==> src/rtl/hazard_ctrl.sv <==
// Purpose : stall/flush controller for a 5-stage MIPS pipeline with branches and jr resolved in ID.
// Latency : stall/flush outputs are combinational in the detection cycle; state and counters update on the clk edge.
// Backpres: a stall holds PC and IF/ID and bubbles ID/EX; a stall always masks the IF flush.
//
// Ports:
//   clk, rst                        clock, synchronous active-high reset
//   ID_*                            decode-stage register fields and control class of the IF/ID instruction
//   IDEX_lw/regwrite/dest           producer currently in EX
//   EXMEM_memread/dest              producer currently in MEM
//   PC_write, IFID_write            front-end write enables (0 while stalling)
//   IF_flush                        turns the fetched instruction into a nop (taken transfer)
//   IDEX_bubble                     zeroes control entering ID/EX (1 while stalling)
//   stall_cnt, flush_cnt            saturating event counters
//   busy                            FSM is in HOLD (second cycle of a 2-cycle stall)
module hazard_ctrl #(
  parameter int CNT_W = 16
) (
  input  logic             clk,
  input  logic             rst,
  input  logic [4:0]       ID_rs,
  input  logic [4:0]       ID_rt,
  input  logic             ID_uses_rt,
  input  logic             ID_is_branch,
  input  logic             ID_branch_taken,
  input  logic             ID_is_jump,
  input  logic             ID_is_jr,
  input  logic             IDEX_lw,
  input  logic             IDEX_regwrite,
  input  logic [4:0]       IDEX_dest,
  input  logic             EXMEM_memread,
  input  logic [4:0]       EXMEM_dest,
  output logic             PC_write,
  output logic             IFID_write,
  output logic             IF_flush,
  output logic             IDEX_bubble,
  output logic [CNT_W-1:0] stall_cnt,
  output logic [CNT_W-1:0] flush_cnt,
  output logic             busy
);

  typedef enum logic {RUN = 1'b0, HOLD = 1'b1} state_t;

  state_t           state_q, state_d;
  logic [1:0]       rem_q, rem_d;
  logic [CNT_W-1:0] stall_cnt_q, stall_cnt_d;
  logic [CNT_W-1:0] flush_cnt_q, flush_cnt_d;

  logic             reads_in_id;   // instruction compares operands in ID
  logic             hz_a, hz_b, hz_c;
  logic [1:0]       need;
  logic             stall, flush;

  // A destination hits the ID instruction if it is nonzero and names rs,
  // or names rt when rt is actually read.
  function automatic logic dest_hit(input logic [4:0] dest, input logic [4:0] rs,
                                    input logic [4:0] rt, input logic uses_rt);
    dest_hit = (dest != 5'd0) && ((dest == rs) || (uses_rt && (dest == rt)));
  endfunction

  assign reads_in_id = ID_is_branch | ID_is_jr;

  always_comb begin
    hz_a = IDEX_lw && dest_hit(IDEX_dest, ID_rs, ID_rt, ID_uses_rt);
    hz_b = reads_in_id && IDEX_regwrite && !IDEX_lw &&
           dest_hit(IDEX_dest, ID_rs, ID_rt, ID_uses_rt);
    hz_c = reads_in_id && EXMEM_memread &&
           dest_hit(EXMEM_dest, ID_rs, ID_rt, ID_uses_rt);
    need = 2'd0;
    if (hz_a && reads_in_id)      need = 2'd2;
    else if (hz_a || hz_b || hz_c) need = 2'd1;
  end

  // State register
  always_ff @(posedge clk) begin
    if (rst) begin
      state_q <= RUN;
      rem_q   <= 2'd0;
    end else begin
      state_q <= state_d;
      rem_q   <= rem_d;
    end
  end

  // Next-state logic. A 2-cycle stall spends its first cycle in RUN and the
  // second in HOLD, so the lw that reaches EX/MEM is never re-detected.
  always_comb begin
    state_d = state_q;
    rem_d   = rem_q;
    unique case (state_q)
      RUN: begin
        if (need == 2'd2) begin
          state_d = HOLD;
          rem_d   = 2'd1;
        end
      end
      HOLD: begin
        rem_d = rem_q - 2'd1;
        if (rem_q == 2'd1) state_d = RUN;
      end
      default: begin
        state_d = RUN;
        rem_d   = 2'd0;
      end
    endcase
  end

  // Output logic; reset masks hazards and forces pass behaviour.
  always_comb begin
    stall = 1'b0;
    flush = 1'b0;
    if (!rst) begin
      if (state_q == HOLD) begin
        stall = 1'b1;
      end else if (need != 2'd0) begin
        stall = 1'b1;
      end else begin
        flush = ID_is_jump | ID_is_jr | (ID_is_branch & ID_branch_taken);
      end
    end
  end

  assign PC_write    = ~stall;
  assign IFID_write  = ~stall;
  assign IDEX_bubble = stall;
  assign IF_flush    = flush;
  assign busy        = (state_q == HOLD);

  // Saturating event counters
  always_comb begin
    stall_cnt_d = stall_cnt_q;
    flush_cnt_d = flush_cnt_q;
    if (stall && (stall_cnt_q != {CNT_W{1'b1}})) stall_cnt_d = stall_cnt_q + 1'b1;
    if (flush && (flush_cnt_q != {CNT_W{1'b1}})) flush_cnt_d = flush_cnt_q + 1'b1;
  end

  always_ff @(posedge clk) begin
    if (rst) begin
      stall_cnt_q <= '0;
      flush_cnt_q <= '0;
    end else begin
      stall_cnt_q <= stall_cnt_d;
      flush_cnt_q <= flush_cnt_d;
    end
  end

  assign stall_cnt = stall_cnt_q;
  assign flush_cnt = flush_cnt_q;

endmodule

==> config.mk <==
export PLATFORM = sky130hd
export DESIGN_NAME = hazard_ctrl
export DESIGN_NICKNAME = d
export VERILOG_FILES = /design/src/rtl/hazard_ctrl.sv
export SDC_FILE = /design/constraint.sdc
export NUM_CORES = 1
export LEC_CHECK = 0
export BUFFER_PORTS_ARGS = -buffer_cell sky130_fd_sc_hd__buf_2
export CAP_MARGIN = 20
export CORE_MARGIN = 8
export CORE_UTILIZATION = 51
export CTS_CLUSTER_SIZE = 25
export DETAILED_ROUTE_END_ITERATION = 10
export GPL_TIMING_DRIVEN = 0
export PLACE_DENSITY = 0.8
export SYNTH_ARGS = -nofsm -noshare
export SYNTH_HDL_FRONTEND = slang
export SYNTH_SLANG_ARGS = --single-unit
export TNS_END_PERCENT = 1
==> constraint.sdc <==
create_clock -name clk -period 2.9 [get_ports clk]
set_clock_uncertainty 0.2 [all_clocks]
set_input_delay 0.29 -clock clk [delete_from_list [all_inputs] [get_ports clk]]
set_output_delay 0.29 -clock clk [all_outputs]
set_load 0.05 [all_outputs]
Yosys cells after proc, flatten, opt, wreduce, memory -nomap -nowiden
Index checks and enable logic that the tools add are counted.

Bits in registers: 35. Input bits: 30. Output and inout port bits: 37. Logic and storage cells: 56.

Add/sub/neg operators: 3. Equality and inequality tests: 9. Mux-type cells: 13. Bitwise operators: 6. Reductions and logical operators: 21.

Operators by type and width (count): adder 16 x 1 -> 16 bit (second input constant) (2); != test 16 bit (second input constant) (2); equality test 5 bit (4); logical AND 1 bit (13); nonzero test 5 bit (2); 2-to-1 mux 1 bit (9); logical OR 1 bit (4); 2-to-1 mux 2 bit (2); one-hot mux 2 bit (2 select lines) (1); OR 1 bit (3); equality test 2 x 1 -> 1 bit (second input constant) (1); equality test 2 bit (second input constant) (1); != test 2 bit (second input constant) (1); NOT 1 bit (2); one-hot mux 1 bit (2 select lines) (1); nonzero test 2 bit (1); subtractor 2 x 1 -> 2 bit (second input constant) (1); AND 1 bit (1); logical NOT 1 bit (1).

Depth between registers and ports, before layout
Gate-level depths: netlist (run 1).

Depth after elaboration: 14. Gate-level depth with buffers: 10. Gate-level depth less buffers: 7.

Worst setup path before layout (run 1)
OpenSTA, ideal clock, no wires.

Kind: reg-to-reg. Start: register stall_cnt_q[5], in the netlist stall_cnt[5]. End: register stall_cnt_q[7], in the netlist stall_cnt[7]. Library setup time: 121 ps. Arrival time: 2260 ps. Required time: 2579 ps. Path slack: 319 ps. Cell stages (with the launch flop): 10. Buffers on the path: 2. Period minus slack after synthesis: 2581 ps. Path through: dfxtp_1 -> and3_4 -> and3_4 -> and3_4 -> buf_6 -> and4_4 -> buf_6 -> a211oi_4 -> nand3_1 -> mux2_4.

Word-level cells in the longest chain between the ends: 2. Elaborated cells between the ends (all ways): 3. Classes of those cells: add/sub (1); eq/ne (1); reduce/logical (1).

RTL lines: start, declared (RTL line 45) `logic [CNT_W-1:0] stall_cnt_q, stall_cnt_d;`; start signal, assigned (RTL line 141) `stall_cnt_q <= stall_cnt_d;`; branches (longest 2 deep; another with adder 16 x 1 -> 16 bit).

Several ways; the timed one is not identified. A chain may end at the register's enable or synchronous reset.

Worst setup path in the final report (run 1)
Start: input port IDEX_dest[0]. End: output port PC_write.

Word-level cells in the longest chain between the ends: 14. Elaborated cells between the ends (all ways): 18. Classes of those cells: eq/ne (2); mux (5); bitwise (1); reduce/logical (10).

RTL lines: start, declared (RTL line 29) `input logic [4:0] IDEX_dest,`; equality test 5 bit (RTL line 57) `dest_hit = (dest != 5'd0) && ((dest == rs) || (uses_rt && (dest == rt)));`; logical AND 1 bit (RTL line 57); logical OR 1 bit (RTL line 57); logical AND 1 bit * (RTL line 57); logical AND 1 bit, on equally long branches (RTL line 63, 64); logical OR 1 bit (2 in a row) (RTL line 70) `else if (hz_a || hz_b || hz_c) need = 2'd1;`; 2-to-1 mux 1 bit (RTL line 70); 2-to-1 mux 2 bit * (RTL line 69) `if (hz_a && reads_in_id) need = 2'd2;`; nonzero test 2 bit * (RTL line 114) `end else if (need != 2'd0) begin`; 2-to-1 mux 1 bit * (RTL line 114); 2-to-1 mux 1 bit * (RTL line 112) `if (state_q == HOLD) begin`; 2-to-1 mux 1 bit * (RTL line 111) `if (!rst) begin`; NOT 1 bit * (RTL line 122) `assign PC_write = ~stall;`; end, declared (RTL line 32) `output logic PC_write,`.

Every way passes the cells marked *; elsewhere a longest branch is shown, timed or not.

==> metrics, run 1 <==
register-to-register setup slack roughly 0.43 ns; Synth Net Count about 280; top cell type's share of synthesized area between 30% and 40%; Rows 23; total power roughly 1.0 mW; vias post-DR ~2000; status complete, no violations; GRT Residual Overflow 0; clk_lat worst skew ~0.29 ns; die height 80.4 um; Final GP Congestion 0.811; Crit path required time 2.41 ns; Root Driver clkbuf_8; Crit Path Category input pin to primary output; Netlist cell types 44; detailed placement HPWL 4260 um; CTS tree yes; Mapped Cells ~250; Inserted Clock Buffers 5; setup tns final 0 ns; Max-Cap Viols 0; most common cell after layout, fill and taps aside buf_2; mapped cell area 0.00212 mm^2; startpoint types input pin; CTS sink count 35; Pwr Density between 300 and 400 mW/mm^2; post-route setup slack ~0.39 ns; Data arrival, critical path around 2.0 ns; Final Max Slew Viols 0; Syn. warnings 0; nets@finish 352; leakage power around 1.1 nW; most frequent cells in the layout 66 x buf_2, 35 x dfxtp_1, 27 x xnor2_1; HP Start rst; Avg WL per Cell 14.6 um; die area roughly 0.0065 mm^2; area occupied by multi-input gates approximately 0.0013 mm^2; Hold Path Class input pin to flop; sequential area share after synthesis 33.1%; Peak VDD IR ~0.00026 V; via/cell ratio around 5.5; vias in the first global route 1980; GR Util All Layers 17.0%; Final min period about 2.5 ns; syn_area_per_cell ~8.6 um^2; Synth area leaders dfxtp_1 33%, xnor2_1 11%, nand2_1 4.4%; Detailed Routing Iterations Pass 1 4; postcts setup bufs 0; final hold vios 0; Worst R2R End flush_cnt[5]; I/O Pins between 60 and 70; die width between 80 and 90 um; Core ar. around 0.0040 mm^2; Max Root-Sink Buffers 2; hold buffers post-CTS 0; H-tree Lvls 2; Max Clock Freq around 400 MHz; Worst Path Max Fanout 10; initial antenna violation count 0; Yosys top cell by area dfxtp_1; final std cells w/o fill 370; crit path max-delay cell type o32ai_2; slew of the pin with the lowest slew margin 0.489 ns; Clk pin slew, worst setup/hold paths 0.07 ns; hold-critical path endpoint flush_cnt[6]; Hold Crit Depth 4; hold_ws approximately 0.19 ns; cells on worst reg2reg path 9; drt drc 0; layout cells sized above 1 a little under a third; final worst path period share between 80% and 90%; dpl cells approximately 360; post-cts gate resize count 0; Final setup viols 0; largest net degree at the start of global routing 12; Largest stage delay, worst path about 0.3 ns; flip-flop and latch count after synthesis 35; pre-CTS WS just under 0.4 ns; Initial Util a little over half; final-layout fill cell count between 300 and 400; initial drt markers 94; Slew HR between 60 and 70%; IO buf count 66; Critical R2R Launch flush_cnt[3]; crit-path cells buf_2 > xnor2_1 > nand3_1 > o32ai_2 > nand3_1 > buf_4 > nand2_1 > nand2_1 > buf_4 > buf_2; # diodes 0; DRT antenna net count 0; area delta synth->final 22.6%; first-pass GRT wire length ~9000 um; total wire length 5380 um; Worst Setup End Kind primary output; unrepaired setup endpoints after global routing no; FF/Latch Area roughly 700 um^2
synth_stat cells (all sizes together):
master and number:
mux2 6, ha 3, a41oi 1, a21bo 1
o311ai 1, a21o 1, nand2 25, inv 8
nand4 6, or4 4, o31ai 4, nor2 25
nor3b 1, o32ai 1, a211oi 6, mux2i 4
buf 7, a31o 2, o22ai 1, nand3 17
nor3 2, xnor2 27, and3 9, a21oi 15
xor2 3, and4 3, nand3b 2, dfxtp 35
clkbuf 5, or2 2, a2111oi 2, o41ai 1
a211o 1, o21ai 5, or3 5, nor2b 5
metal layers:
| metal | vias up | wire length [um] | part of all wire (%) | track usage [%] |
|---|---|---|---|---|
| met2 | 42 | 2710 | 50 | 30.2 |
| met3 | 6 | 283 | 5.3 | 4.69 |
| met4 | 0 | 50 | 0.93 | 4.36 |
| met5 | - | 0 | 0 | 0 |
| met1 | 954 | 2340 | 43 | 19.3 |
| li1 | 1016 | - | - | - |
power by group:
| part | total (mW) | switching [mW] | internal [mW] |
|---|---|---|---|
| logic | 0.167 | 0.104 | 0.0630 |
| registers | 0.495 | 0.00831 | 0.487 |
| clock network | 0.343 | 0.175 | 0.168 |
| total | 1.00 | 0.287 | 0.717 |
cells by family (layout without fill, tap and decap cells):
logic type / count (synthesis) / count (layout) / share of synthesized area (%)
DFF: 35 / 35 / 33.1
adders and majority gates: 3 / 3 / 1.77
muxes: 10 / 10 / 5.26
buffers and inverters: 20 / 94 / 5.15
and+or+nand+nor: 106 / 106 / 26.1
xor gates and xnor gates: 30 / 30 / 12.4
AOI/OAI and AO/OA: 42 / 42 / 16.1
critical path: cells and delay by family:
family	cells	cell delay [ns]
xor+xnor	1	0.17
buf+inv	4	0.72
simple gates	4	0.52
compound gates	1	0.30
stage by stage:
step	area [um^2]	utilization, %
4_1_cts	2590	64.8
3_3_place_gp	2510	62.7
2_1_floorplan	2120	-
3_5_place_dp	2510	62.7
5_1_grt	2590	64.8
6_report	2590	64.8
worst max path at each step:
stage | start | endpoint | slack [ns] | cells past startpoint
5_1_grt | flush_cnt[3] | flush_cnt[5] | 0.24 | 9
2_1_floorplan | stall_cnt[5] | stall_cnt[7] | 0.32 | 9
3_5_place_dp | IDEX_dest[0] | flush_cnt[1] | 0.39 | 11
3_3_place_gp | IDEX_dest[4] | flush_cnt[1] | 0.40 | 11
4_1_cts | IDEX_dest[0] | PC_write | 0.41 | 10
6_report | IDEX_dest[0] | PC_write | 0.39 | 10
state kept, by name, indices dropped and copies added (netlist names):
name       flops
flush_cnt     16
busy           1
rem_q          2
stall_cnt     16
final cells by class:
cell class,count,share of cell area (%)
buffer,12,3.04
clock buffer,6,2.80
clock inverter,2,0.482
inverter,8,1.16
multi-input combinational,191,50.4
sequential,35,27.0
tap,50,2.41
timing repair buffer,66,12.7
No activity file was read; power rests on OpenSTA's default activity.
==> inputs of run 2 (changes only) <==
==> constraint.sdc (replaced) <==
create_clock -name clk -period 2.9 [get_ports clk]
set_clock_uncertainty 0.2 [all_clocks]
set_input_delay 0.87 -clock clk [delete_from_list [all_inputs] [get_ports clk]]
set_output_delay 0.87 -clock clk [all_outputs]
set_load 0.05 [all_outputs]
==> run 2 against run 1 <==
The run now ends with setup timing left. Die area unchanged. Via count up 1.5%. Clock-buffer cell count down 1. Total power up 15%. Register-to-register slack worse by 0.04 ns. Design area up 13%. Setup slack worse by 0.76 ns. Critical endpoint unchanged. Highest routed layer unchanged.
==> metrics, run 2 (synthesis gave the netlist of run 1 again) <==
status finished with violations; failing checks setup timing; vias in the first global route 1983 (+0.15%); Inserted Clock Buffers 5 (unchanged); # diodes 0 (unchanged); final std cells w/o fill 377 (+1.9%); Data arrival, critical path 2.20 ns (+0.18 ns); Core ar. 0.00400 mm^2 (unchanged); CTS sink count 35 (unchanged); P_sw 0.315 mW (+9.6%); initial antenna violation count 0 (unchanged); Clk pwr share 38.1% (+4.0 points); die height 80.4 um (unchanged); via/cell ratio 5.43 (-0.40%); Peak VDD IR 0.000312 V (+20%); Flop pwr share 42.9% (-6.4 points); setup tns final -1.36 ns (-1.36 ns); hold buffers post-CTS 0 (unchanged); Worst Path Max Fanout 3 (-7); GRT Residual Overflow 0 (unchanged); Final min period 3.27 ns (+0.758 ns); largest net degree at the start of global routing 13 (+1); most frequent cells in the layout 56 x buf_2, 35 x dfxtp_1, 24 x nor2_1; Hold Crit Depth 1 (-3); unrepaired setup endpoints after global routing yes; post-route setup slack -0.366 ns (-0.758 ns); Rows 23 (unchanged); Clk pin slew, worst setup/hold paths 0.07 ns (about the same); final-layout fill cell count 299 (-19%); Detailed Routing Iterations Pass 1 4 (unchanged); internal power 0.837 mW (+17%); Root Driver clkbuf_8; Max Root-Sink Buffers 2 (unchanged); Crit Path Category input pin to primary output; leakage power 1.19 nW (+12%); area occupied by multi-input gates 0.00146 mm^2 (+12%); vias post-DR 2048 (+1.5%); total power 1.15 mW (+15%); Initial Util 52.9% (unchanged); clk_lat worst skew 0.29 ns (about the same); Final setup viols 4 (+4); slew of the pin with the lowest slew margin 0.487 ns (-0.00264 ns); IO buf count 66 (unchanged); H-tree Lvls 2 (unchanged); hold_ws 0.287 ns (+0.0984 ns); Final GP Congestion 0.788 (-2.9%); CTS tree yes; cells on worst reg2reg path 9 (unchanged); nets@finish 359 (+2.0%); final hold vios 0 (unchanged); Max-Cap Viols 0 (unchanged); DRT antenna net count 0 (unchanged); die area 0.00647 mm^2 (unchanged); initial drt markers 118 (+26%); register-to-register setup slack 0.39 ns (-0.04 ns); Pwr Density 394 mW/mm^2 (+1.8%); I/O Pins 67 (unchanged); area delta synth->final 38.0%; drt drc 0 (unchanged); startpoint types input pin; layout cells sized above 1 38.8% (+7.0 points); final worst path period share 113% (+26 points); Final Max Slew Viols 0 (unchanged); Worst R2R End flush_cnt[5]; Slew HR 67.6% (+0.18 points); Net Sw Frac 27.3% (-1.3 points); combinational cell fraction of total power 19.0% (+2.4 points); Max Clock Freq 306 MHz (-23%); hold-critical path endpoint rem_q[0]; first-pass GRT wire length 8920 um (-0.47%); most common cell after layout, fill and taps aside buf_2; Hold Path Class flop to flop; Crit path required time 1.83 ns (-0.58 ns); Critical R2R Launch flush_cnt[3]; dpl cells 362 (unchanged); die width 80.4 um (unchanged); total wire length 5600 um (+4.0%); GR Util All Layers 16.8% (-0.23 points); FF/Latch Area 701 um^2 (unchanged); detailed placement HPWL 4050 um (-4.9%); Avg WL per Cell 14.8 um (+2.0%); Worst Setup End Kind primary output; worst setup path startpoint IDEX_dest[1]; HP Start rem_q[0]
run 2: cell count changes in the layout (fill, tap and decap cells not counted), moves of 4 or more:
cell / change
xnor2_1: -9
buf_8: +4
buf_4: +4
xnor2_2: +8
buf_2: -10
buf_6: +9
run 2: worst max-delay path by stage:
stage	cells after the start	slack, ns	to
detailed placement	10	-0.56	PC_write
finish	10	-0.37	PC_write
global placement	10	-0.54	PC_write
global route	10	-0.45	PC_write
floorplan	8	-0.22	IDEX_bubble
CTS	10	-0.42	PC_write
run 2: layout make-up:
type                       count  area share (%)
clock buffer                   5            2.36
timing repair buffer          73            15.6
buffer                        12            3.21
clock inverter                 3            1.50
multi-input combinational    191            50.0
inverter                       8            1.16
sequential                    35            24.0
tap                           50            2.14
run 2: power by group through the flow:
stage               clock network, mW  registers, mW  logic, mW
finish                          0.439          0.494      0.218
global placement                    0          0.506      0.176
global route                    0.474          0.495      0.234
CTS                             0.445          0.494      0.192
floorplan                           0          0.522      0.104
detailed placement                  0          0.505      0.179
run 2: per-layer routing:
layer	vias to the layer above	wire length, um	global-route usage (%)	part of all wire (%)
li1	1030	-	-	-
met5	-	0	0	0
met1	963	2480	20.4	44
met2	48	2830	28.5	51
met4	0	51	3.45	0.91
met3	7	236	4.58	4.2
run 2: timing repair:
action / in CTS / in global routing
setup buffers: 3 / 4
endpoints found under the setup margin: 4 / 6
gates resized for setup: 17 / 18
pin swaps: 7 / 9
run 2: worst max-delay path: stages:
cell     delay, ns
buf_6         0.11
xnor2_2       0.18
nand3_2       0.12
o32ai_4       0.24
nand3_2       0.14
buf_8         0.16
nand2_8       0.06
nand2_8       0.05
buf_6         0.12
buf_8         0.14
run 2: per-stage QoR:
step / util, % / area [um^2] / setup WS [ns]
after global placement: 64.8 / 2590 / -0.543
after floorplan: - / 2200 / -0.219
after detailed placement: 64.8 / 2590 / -0.561
after CTS: 69.6 / 2780 / -0.421
final: 73.0 / 2920 / -0.366
after global routing: 73.0 / 2920 / -0.449
